===== config.mk =====
export PLATFORM = sky130hd
export DESIGN_NAME = temp_sensor_3wire_ctrl
export DESIGN_NICKNAME = d
export VERILOG_FILES = /design/src/rtl/temp_sensor_3wire_ctrl.sv
export SDC_FILE = /design/constraint.sdc
export NUM_CORES = 1
export LEC_CHECK = 0
export BUFFER_PORTS_ARGS = -buffer_cell sky130_fd_sc_hd__buf_2
export CAP_MARGIN = 10
export CORE_ASPECT_RATIO = 0.5
export CORE_MARGIN = 10
export CORE_UTILIZATION = 45
export DETAILED_ROUTE_END_ITERATION = 10
export GPL_ROUTABILITY_DRIVEN = 1
export SLEW_MARGIN = 0
export SYNTH_ARGS = -nofsm -noshare
export SYNTH_HDL_FRONTEND = slang
export SYNTH_SLANG_ARGS = --single-unit

===== constraint.sdc =====
create_clock -name clk_50 -period 3.95 [get_ports clk_50]
set_clock_uncertainty 0.15 [all_clocks]
set_input_delay 0.1975 -clock clk_50 [delete_from_list [all_inputs] [get_ports clk_50]]
set_output_delay 0.1975 -clock clk_50 [all_outputs]
set_load 0.05 [all_outputs]

===== src/rtl/temp_sensor_3wire_ctrl.sv =====
// temp_sensor_3wire_ctrl: controller for NUM_CH temperature sensors that share
// one 3-wire serial bus (SC/SIO). Each sensor has its own chip select.
// A transaction reads DATA_W bits and can optionally write a CMD_W-bit
// command afterwards. Transactions are started manually, or by round-robin
// polling when auto_en is set.
// Optional feature macro: TEMP_ALARM_EN adds the thr_hi, thr_lo and
// alarm_clr ports and sticky per-channel threshold alarms. When the macro is
// not defined, alarm is tied to zero.
// The tri-state SIO pad buffer is instantiated above this block.
module temp_sensor_3wire_ctrl #(
    parameter int CLK_DIV     = 25,
    parameter int DATA_W      = 16,
    parameter int CMD_W       = 16,
    parameter int NUM_CH      = 4,
    parameter int POLL_CYCLES = 5000000
) (
    input  logic                     clk_50,
    input  logic                     reset_n,
    input  logic                     start,
    input  logic [2:0]               ch_sel,
    input  logic                     cmd_wr,
    input  logic [CMD_W-1:0]         cmd,
    input  logic                     auto_en,
    output logic                     busy,
    output logic [NUM_CH-1:0]        cs_n,
    output logic                     sc,
    output logic                     sio_o,
    output logic                     sio_oe,
    input  logic                     sio_i,
    output logic [DATA_W-1:0]        rd_data,
    output logic [2:0]               rd_ch,
    output logic                     rd_valid,
`ifdef TEMP_ALARM_EN
    input  logic signed [DATA_W-1:0] thr_hi,
    input  logic signed [DATA_W-1:0] thr_lo,
    input  logic                     alarm_clr,
`endif
    output logic [NUM_CH-1:0]        alarm
);

    localparam int DIV_W  = (CLK_DIV > 1) ? $clog2(CLK_DIV) : 1;
    localparam int MAX_W  = (DATA_W > CMD_W) ? DATA_W : CMD_W;
    localparam int BIT_W  = $clog2(MAX_W) + 1;
    localparam int POLL_W = $clog2(POLL_CYCLES) + 1;

    localparam logic [DIV_W-1:0]  DIV_LAST  = DIV_W'(CLK_DIV - 1);
    localparam logic [BIT_W-1:0]  RD_LAST   = BIT_W'(DATA_W - 1);
    localparam logic [BIT_W-1:0]  WR_LAST   = BIT_W'(CMD_W - 1);
    localparam logic [POLL_W-1:0] POLL_LAST = POLL_W'(POLL_CYCLES - 1);
    localparam logic [2:0]        PTR_LAST  = 3'(NUM_CH - 1);
    localparam logic [3:0]        NUM_CH_W  = 4'(NUM_CH);

    typedef enum logic [2:0] {
        ST_IDLE  = 3'd0,
        ST_SETUP = 3'd1,
        ST_READ  = 3'd2,
        ST_WRITE = 3'd3,
        ST_HOLD  = 3'd4
    } state_t;

    state_t              state_q;
    logic [DIV_W-1:0]    div_cnt_q;
    logic [BIT_W-1:0]    bit_cnt_q;
    logic [POLL_W-1:0]   poll_cnt_q;
    logic [2:0]          ptr_q;
    logic [2:0]          ch_q;
    logic                wr_q;
    logic                auto_txn_q;
    logic [CMD_W-1:0]    cmd_q;
    logic [DATA_W-1:0]   shift_q;
    logic                busy_q;
    logic [NUM_CH-1:0]   cs_n_q;
    logic                sc_q;
    logic                sio_o_q;
    logic                sio_oe_q;
    logic [DATA_W-1:0]   rd_data_q;
    logic [2:0]          rd_ch_q;
    logic                rd_valid_q;

    logic                half_done_s;
    logic                manual_go_s;
    logic                poll_go_s;

    // Active-low chip-select pattern with only the chosen channel driven low
    function automatic logic [NUM_CH-1:0] cs_pattern(input logic [2:0] ch);
        logic [NUM_CH-1:0] pat;
        for (int i = 0; i < NUM_CH; i++) begin
            pat[i] = (3'(i) != ch);
        end
        return pat;
    endfunction

    // Launch qualifiers and the SC half-period terminal count
    always_comb begin
        half_done_s = (div_cnt_q == DIV_LAST);
        poll_go_s   = auto_en && (poll_cnt_q == POLL_LAST);
        if (!auto_en && start && ({1'b0, ch_sel} < NUM_CH_W)) begin
            manual_go_s = 1'b1;
        end else begin
            manual_go_s = 1'b0;
        end
    end

    // Transaction FSM; it also produces every registered bus and result output
    always_ff @(posedge clk_50 or negedge reset_n) begin
        if (!reset_n) begin
            state_q    <= ST_IDLE;
            div_cnt_q  <= '0;
            bit_cnt_q  <= '0;
            poll_cnt_q <= '0;
            ptr_q      <= 3'd0;
            ch_q       <= 3'd0;
            wr_q       <= 1'b0;
            auto_txn_q <= 1'b0;
            cmd_q      <= '0;
            shift_q    <= '0;
            busy_q     <= 1'b0;
            cs_n_q     <= '1;
            sc_q       <= 1'b0;
            sio_o_q    <= 1'b0;
            sio_oe_q   <= 1'b0;
            rd_data_q  <= '0;
            rd_ch_q    <= 3'd0;
            rd_valid_q <= 1'b0;
        end else begin
            rd_valid_q <= 1'b0;
            case (state_q)
                ST_IDLE: begin
                    div_cnt_q <= '0;
                    bit_cnt_q <= '0;
                    sc_q      <= 1'b0;
                    if (poll_go_s) begin
                        state_q    <= ST_SETUP;
                        busy_q     <= 1'b1;
                        cs_n_q     <= cs_pattern(ptr_q);
                        ch_q       <= ptr_q;
                        wr_q       <= 1'b0;
                        cmd_q      <= '0;
                        auto_txn_q <= 1'b1;
                        poll_cnt_q <= '0;
                    end else if (manual_go_s) begin
                        state_q    <= ST_SETUP;
                        busy_q     <= 1'b1;
                        cs_n_q     <= cs_pattern(ch_sel);
                        ch_q       <= ch_sel;
                        wr_q       <= cmd_wr;
                        cmd_q      <= cmd;
                        auto_txn_q <= 1'b0;
                        poll_cnt_q <= '0;
                    end else if (auto_en) begin
                        poll_cnt_q <= poll_cnt_q + POLL_W'(1);
                    end else begin
                        poll_cnt_q <= '0;
                    end
                end
                ST_SETUP: begin
                    if (half_done_s) begin
                        div_cnt_q <= '0;
                        state_q   <= ST_READ;
                    end else begin
                        div_cnt_q <= div_cnt_q + DIV_W'(1);
                    end
                end
                ST_READ: begin
                    if (!half_done_s) begin
                        div_cnt_q <= div_cnt_q + DIV_W'(1);
                    end else if (!sc_q) begin
                        // SC rising: capture the sensor bit
                        div_cnt_q <= '0;
                        sc_q      <= 1'b1;
                        shift_q   <= {shift_q[DATA_W-2:0], sio_i};
                    end else begin
                        div_cnt_q <= '0;
                        sc_q      <= 1'b0;
                        if (bit_cnt_q != RD_LAST) begin
                            bit_cnt_q <= bit_cnt_q + BIT_W'(1);
                        end else if (wr_q) begin
                            // The first command bit goes out on the same falling edge
                            bit_cnt_q <= '0;
                            state_q   <= ST_WRITE;
                            sio_oe_q  <= 1'b1;
                            sio_o_q   <= cmd_q[CMD_W-1];
                            cmd_q     <= {cmd_q[CMD_W-2:0], 1'b0};
                        end else begin
                            bit_cnt_q <= '0;
                            state_q   <= ST_HOLD;
                        end
                    end
                end
                ST_WRITE: begin
                    if (!half_done_s) begin
                        div_cnt_q <= div_cnt_q + DIV_W'(1);
                    end else if (!sc_q) begin
                        div_cnt_q <= '0;
                        sc_q      <= 1'b1;
                    end else begin
                        div_cnt_q <= '0;
                        sc_q      <= 1'b0;
                        if (bit_cnt_q == WR_LAST) begin
                            bit_cnt_q <= '0;
                            state_q   <= ST_HOLD;
                            sio_oe_q  <= 1'b0;
                            sio_o_q   <= 1'b0;
                        end else begin
                            bit_cnt_q <= bit_cnt_q + BIT_W'(1);
                            sio_o_q   <= cmd_q[CMD_W-1];
                            cmd_q     <= {cmd_q[CMD_W-2:0], 1'b0};
                        end
                    end
                end
                ST_HOLD: begin
                    if (half_done_s) begin
                        div_cnt_q  <= '0;
                        state_q    <= ST_IDLE;
                        busy_q     <= 1'b0;
                        cs_n_q     <= '1;
                        rd_valid_q <= 1'b1;
                        rd_data_q  <= shift_q;
                        rd_ch_q    <= ch_q;
                        if (!auto_txn_q) begin
                            ptr_q <= ptr_q;
                        end else if (ptr_q == PTR_LAST) begin
                            ptr_q <= 3'd0;
                        end else begin
                            ptr_q <= ptr_q + 3'd1;
                        end
                    end else begin
                        div_cnt_q <= div_cnt_q + DIV_W'(1);
                    end
                end
                default: begin
                    state_q  <= ST_IDLE;
                    busy_q   <= 1'b0;
                    cs_n_q   <= '1;
                    sc_q     <= 1'b0;
                    sio_o_q  <= 1'b0;
                    sio_oe_q <= 1'b0;
                end
            endcase
        end
    end

    assign busy     = busy_q;
    assign cs_n     = cs_n_q;
    assign sc       = sc_q;
    assign sio_o    = sio_o_q;
    assign sio_oe   = sio_oe_q;
    assign rd_data  = rd_data_q;
    assign rd_ch    = rd_ch_q;
    assign rd_valid = rd_valid_q;

`ifdef TEMP_ALARM_EN
    logic [NUM_CH-1:0] alarm_q;
    logic [NUM_CH-1:0] alarm_set_s;
    logic              hit_s;

    // Out-of-range detection on each delivered word, steered to its channel
    always_comb begin
        alarm_set_s = '0;
        hit_s = ($signed(rd_data_q) > thr_hi) || ($signed(rd_data_q) < thr_lo);
        if (rd_valid_q && hit_s) begin
            for (int i = 0; i < NUM_CH; i++) begin
                alarm_set_s[i] = (3'(i) == rd_ch_q);
            end
        end else begin
            alarm_set_s = '0;
        end
    end

    // Sticky alarms; a new set wins over a same-cycle clear
    always_ff @(posedge clk_50 or negedge reset_n) begin
        if (!reset_n) begin
            alarm_q <= '0;
        end else if (alarm_clr) begin
            alarm_q <= alarm_set_s;
        end else begin
            alarm_q <= alarm_q | alarm_set_s;
        end
    end

    assign alarm = alarm_q;
`else
    assign alarm = '0;
`endif

endmodule


# Word level (Yosys, flattened, before mapping)
# Index checks and enable logic that the tools add are counted.
totals:
  word_cells: 151
  in_bits: 25
  out_inout_bits: 32
  regBits: 105
classes:
  magnitude_cmp: 1
  eq_ne: 27
  reduce_logical: 26
  addsub: 4
  muxes: 71
  n_bitwise: 4
ops:
  columns: ["operator", "count"]
  rows:
  - ["$mux W16", 9]
  - ["$mux W24", 3]
  - ["$pmux W16 S3", 1]
  - ["$mux W3", 14]
  - ["$mux W5", 7]
  - ["$mux W1", 26]
  - ["$add A24 B1 Y24 const B", 1]
  - ["$eq A24 B23 Y1 const B", 1]
  - ["$ne A2 B2 Y1 const B", 10]
  - ["$reduce_and A9 Y1", 2]
  - ["$pmux W3 S5", 1]
  - ["$pmux W5 S3", 1]
  - ["$mux W4", 3]
  - ["$ne A2 B3 Y1 const A", 4]
  - ["$pmux W4 S3", 1]
  - ["$add A5 B1 Y5 const B", 2]
  - ["$pmux W5 S2", 1]
  - ["$eq A3 B2 Y1 const B", 3]
  - ["$pmux W1 S3", 3]
  - ["$reduce_and A3 Y1", 3]
  - ["$reduce_bool A3 Y1", 3]
  - ["$reduce_and A8 Y1", 1]
  - ["$reduce_and A7 Y1", 1]
  - ["$ne A1 B3 Y1 const A", 2]
  - ["20 further kinds", 30]

# Depth between registers and ports, before layout
depth:
  ltp_word: 7
  depth_mapped: 9
  mapped_depth_nobuf: 8

# Worst setup path after synthesis
# No wires, ideal clock.
synth_path:
  kind: "register to register"
  startpoint: "register div_cnt_q[0]"
  endpoint: "register shift_q[10]"
  path_stages_with_launch: 8
  required_ns: 3.675
  arrival_ns: 1.959
  slack_ns: 1.716
  setup_time_ns: 0.125
  synth_period_minus_slack_ns: 2.234
  n_path_buf: 2
  cell_sequence: "dfrtp_1 > inv_1 > ha_1 > nand4b_2 > or4_1 > buf_2 > buf_2 > mux2_2"
synth_between:
  elab_chain_cells: 2
synth_rtl:
  columns: ["element", "line", "text"]
  rows:
  - ["start, declared", "62", "logic [DIV_W-1:0] div_cnt_q;"]
  - ["start signal, assigned", "161", "div_cnt_q <= div_cnt_q + DIV_W'(1);"]
  - ["start signal, assigned", "166", "div_cnt_q <= div_cnt_q + DIV_W'(1);"]
  - ["start signal, assigned", "192", "div_cnt_q <= div_cnt_q + DIV_W'(1);"]
  - ["$eq A5 B5 Y1", "95", "half_done_s = (div_cnt_q == DIV_LAST);"]
  - ["$reduce_and A3 Y1 (no line)", null, null]
  - ["end signal, assigned", "171", "shift_q <= {shift_q[DATA_W-2:0], sio_i};"]
  - ["end, declared", "70", "logic [DATA_W-1:0] shift_q;"]
# No other way between the ends.
# A chain may end at the register's enable or synchronous reset.

# Worst setup path after layout
layout_path:
  startpoint: "register state_q[1]"
  endpoint: "register cmd_q[8]"
layout_between:
  elab_chain_cells: 3
  elab_cells_between_ends: 14
  cone_classes: "eq/ne: 10; mux: 1; reduce/logical: 3"
layout_rtl:
  columns: ["element", "line", "text"]
  rows:
  - ["start, declared", "61", "state_t state_q;"]
  - ["start signal, assigned", "107", "state_q <= ST_IDLE;"]
  - ["start signal, assigned", "133", "state_q <= ST_SETUP;"]
  - ["start signal, assigned", "142", "state_q <= ST_SETUP;"]
  - ["$eq A3 B2 Y1 or $logic_not A3 Y1 (tied branches)", "127", "case (state_q)"]
  - ["$ne A2 B2 Y1 (no line), or another cell as far along", null, null]
  - ["$reduce_and A9 Y1 (no line)", null, null]
  - ["end signal, assigned", "147", "cmd_q <= cmd;"]
  - ["end signal, assigned", "183", "cmd_q <= {cmd_q[CMD_W-2:0], 1'b0};"]
  - ["end signal, assigned", "207", "cmd_q <= {cmd_q[CMD_W-2:0], 1'b0};"]
  - ["end, declared", "69", "logic [CMD_W-1:0] cmd_q;"]
# Parallel ways exist; a longest one is shown, timed or not.

==> flow_summary.toml <==
[run_status]
outcome = "finished, final reports clean"

[setup_path]
cp_max_fo = 16
r2r-start = "state_q[1]"
regToRegSetupSlack_ns = 1.13
cp-endpoint = "cmd_q[8]"
startpoint = "state_q[1]"
crit_path_end_kind = "flop"
reg2regPathDepth = 6
rr_endpoint = "cmd_q[8]"
critPathRequiredTime_ns = 4.03
worst_ep_arrival_time_ns = 2.91
crit_type = "flop to flop"
setup.worst_path.start_class = "flop"

[drt]
via_per_inst = 5.226
drc = 0
first_iter_violations = 241
met3_length_um = 518
firstDrtPassIters = 4
routed_wl_um = 11060
top_layer_used = "met4"
ant_nets = 0
wl_per_cell_um = 15.26
wl_met2_um = 5135
routedLengthMet1_um = 5291
vias = 3789

[yosys]
synthFlopType = "dfrtp_1"
ys_types = 57
synth_edf_count = 0
yosysWarnings = 0
yosysMostFrequentCell = "nand2_1"
yosys.area_share.xor_xnor = 0.03579
synthMuxAreaShare = 0.08839
synth_compound_area_frac = 0.09423
synthTopCellsByArea = "dfrtp_1 49%, nand2_1 9.1%, mux2_2 5.0%"
ys_seq_area_frac = 0.5123
synth_top_area_share = 0.4918
synth_top_family_by_area = "simple AND/OR/NAND/NOR gates"
avgSynthCellArea_um2 = 9.732
synth-seq-cells = 105
synth_common_cells = "124 x nand2_1, 101 x dfrtp_1, 39 x o21ai_0"
synthSimpleGateAreaFrac = 0.2150
async_reset_ff_frac = 1.000
synth_area_leader_cell = "dfrtp_1"
syn_area_um2 = 5139
synth_adder_area_share = 0.01461
syn_inst = 528

[clock_network]
clkLatencyLatePin_ns = 0.34
cts_setup_buffers = 0
cts_tree = "yes"
cts_buffers = 9
cts_buffer_depth = 2
root_buffer = "clkbuf_16"
htree_levels = 3
cts.sinks = 105
cts.clk_slew.worst_paths_ns = 0.08

[global_route]
grt_overflow_total = 0
grt_usage = 0.1383
antenna_found_initial = 0
grt_pass1_wl_um = 18420
grt_pass1_vias = 3793
grt_max_degree = 50

[placed_design]
gp_congestion = 0.7803
io_buffer_count = 52
place_ws_ns = 1.131
dp.final_hpwl_um = 7557

[die]
fp.dieW_um = 171.1
io_pins = 57
fp.dieH_um = 95.56
initial_utilization = 0.4638
row_count = 27
core-area_um2 = 11080
die-area_um2 = 16350

[sta]
rsz0062_at_grt = "no"
drv_slew = 0
timing.fmax_mhz = 354.1
max-slew-margin-rel = 0.3310
final.setup.worst_slack_ns = 1.126
setup_viol = 0
worst_pin_slew_ns = 1.002
fin_setup_tns_ns = 0
hold_violations = 0
min_period_over_period = 0.7149
layout_min_cycle_time_ns = 2.824

[job]
cap_violations = 0

[power_and_ir_drop]
powerDensity_nw_per_um2 = 353.8
ir_worst_vdd_uv = 206.0
p_total_w = 0.002077
p_leak_nw = 2.778

[final_layout]
fin_util = 0.5298
nNetsFinal = 606
drive_above_1_share = 0.2155
area_delta_synth_final_pct = 14.24
diodes = 0

[hold_path]
hold_class = "input pin to flop"
min_from = "start"
cells by family after synthesis:
| group | Yosys count |
|---|---|
| flops | 105 |
| fa+ha+maj | 6 |
| simple gates | 237 |
| other cells | 1 |
| xor+xnor | 21 |
| mux | 38 |
| buf+inv | 45 |
| compound gates | 75 |
timing repair:
action	CTS	global route
gates resized for setup	0	0
hold buffers	5	0
endpoints found under the hold margin	48	0
stage by stage:
step	hold WS, ns	instances	area [µm²]
6_report	0.02699	725	5871
3_5_place_dp	0.1217	704	5515
3_3_place_gp	0.1110	704	5515
4_1_cts	0.01976	725	5871
5_1_grt	0.02616	725	5871
2_1_floorplan	-0.2481	531	5150
state kept, by name, indices dropped and copies added, names as in the netlist, 3 cells and up:
name and flops:
bit_cnt_q 5, ch_q 3, cmd_q 16, cs_n 4, div_cnt_q 5, poll_cnt_q 24, ptr_q 3, rd_ch 3
rd_data 16, shift_q 16, state_q 3
layout make-up:
cell class | instances | area (µm²)
clock buffer | 9 | 225.2
multi-input combinational | 381 | 2322
timing repair buffer | 67 | 387.9
clock inverter | 7 | 80.08
fill | 1020 | 5210
inverter | 11 | 41.29
tap | 145 | 181.4
sequential | 105 | 2633
worst max-delay path, cell delays in order (launching register included):
cell     delay [ns]
dfrtp_1        0.53
or3_1          0.41
buf_4          0.19
or2_4          0.29
o31ai_4        0.44
nor2_2         0.33
mux2_4         0.37
layer usage:
metal  vias up  global-route usage
met5         -                   0
met4         0             0.03954
li1       1906                   -
met2        72              0.2266
met1      1798              0.1758
met3        13             0.04040
how the worst min path moves through the flow:
stage          cells after the start  slack (ns)           to
3_5_place_dp                       1        0.12  rd_data[11]
2_1_floorplan                      0       -0.25   auto_txn_q
4_1_cts                            3        0.02   state_q[0]
3_3_place_gp                       1        0.11  rd_data[11]
6_report                           3        0.03   state_q[0]
5_1_grt                            3        0.03   state_q[0]
placed cells by master (no fill, tap or decap), types with 4 or more instances in the layout:
cell type	n
xor2_1	9
ha_1	6
dlygate4sd3_1	5
nor2_1	33
and3_1	6
nand4_1	12
mux2_2	23
conb_1	4
nand3_1	22
dfrtp_1	101
mux2_4	9
o21ai_0	39
xnor2_1	12
clkbuf_16	9
buf_4	11
dfstp_2	4
nand2_1	124
a21oi_1	8
inv_1	11
a31oi_1	7
buf_2	51
nor3_1	10
nor2b_1	4
mux2i_1	6
power breakdown:
part | switching, W | internal (W) | total, W
logic | 0.0000484 | 0.0000260 | 0.0000744
clock network | 0.000452 | 0.000453 | 0.000905
registers | 0.0000128 | 0.00108 | 0.00110
(Power assumes the default switching activity.)
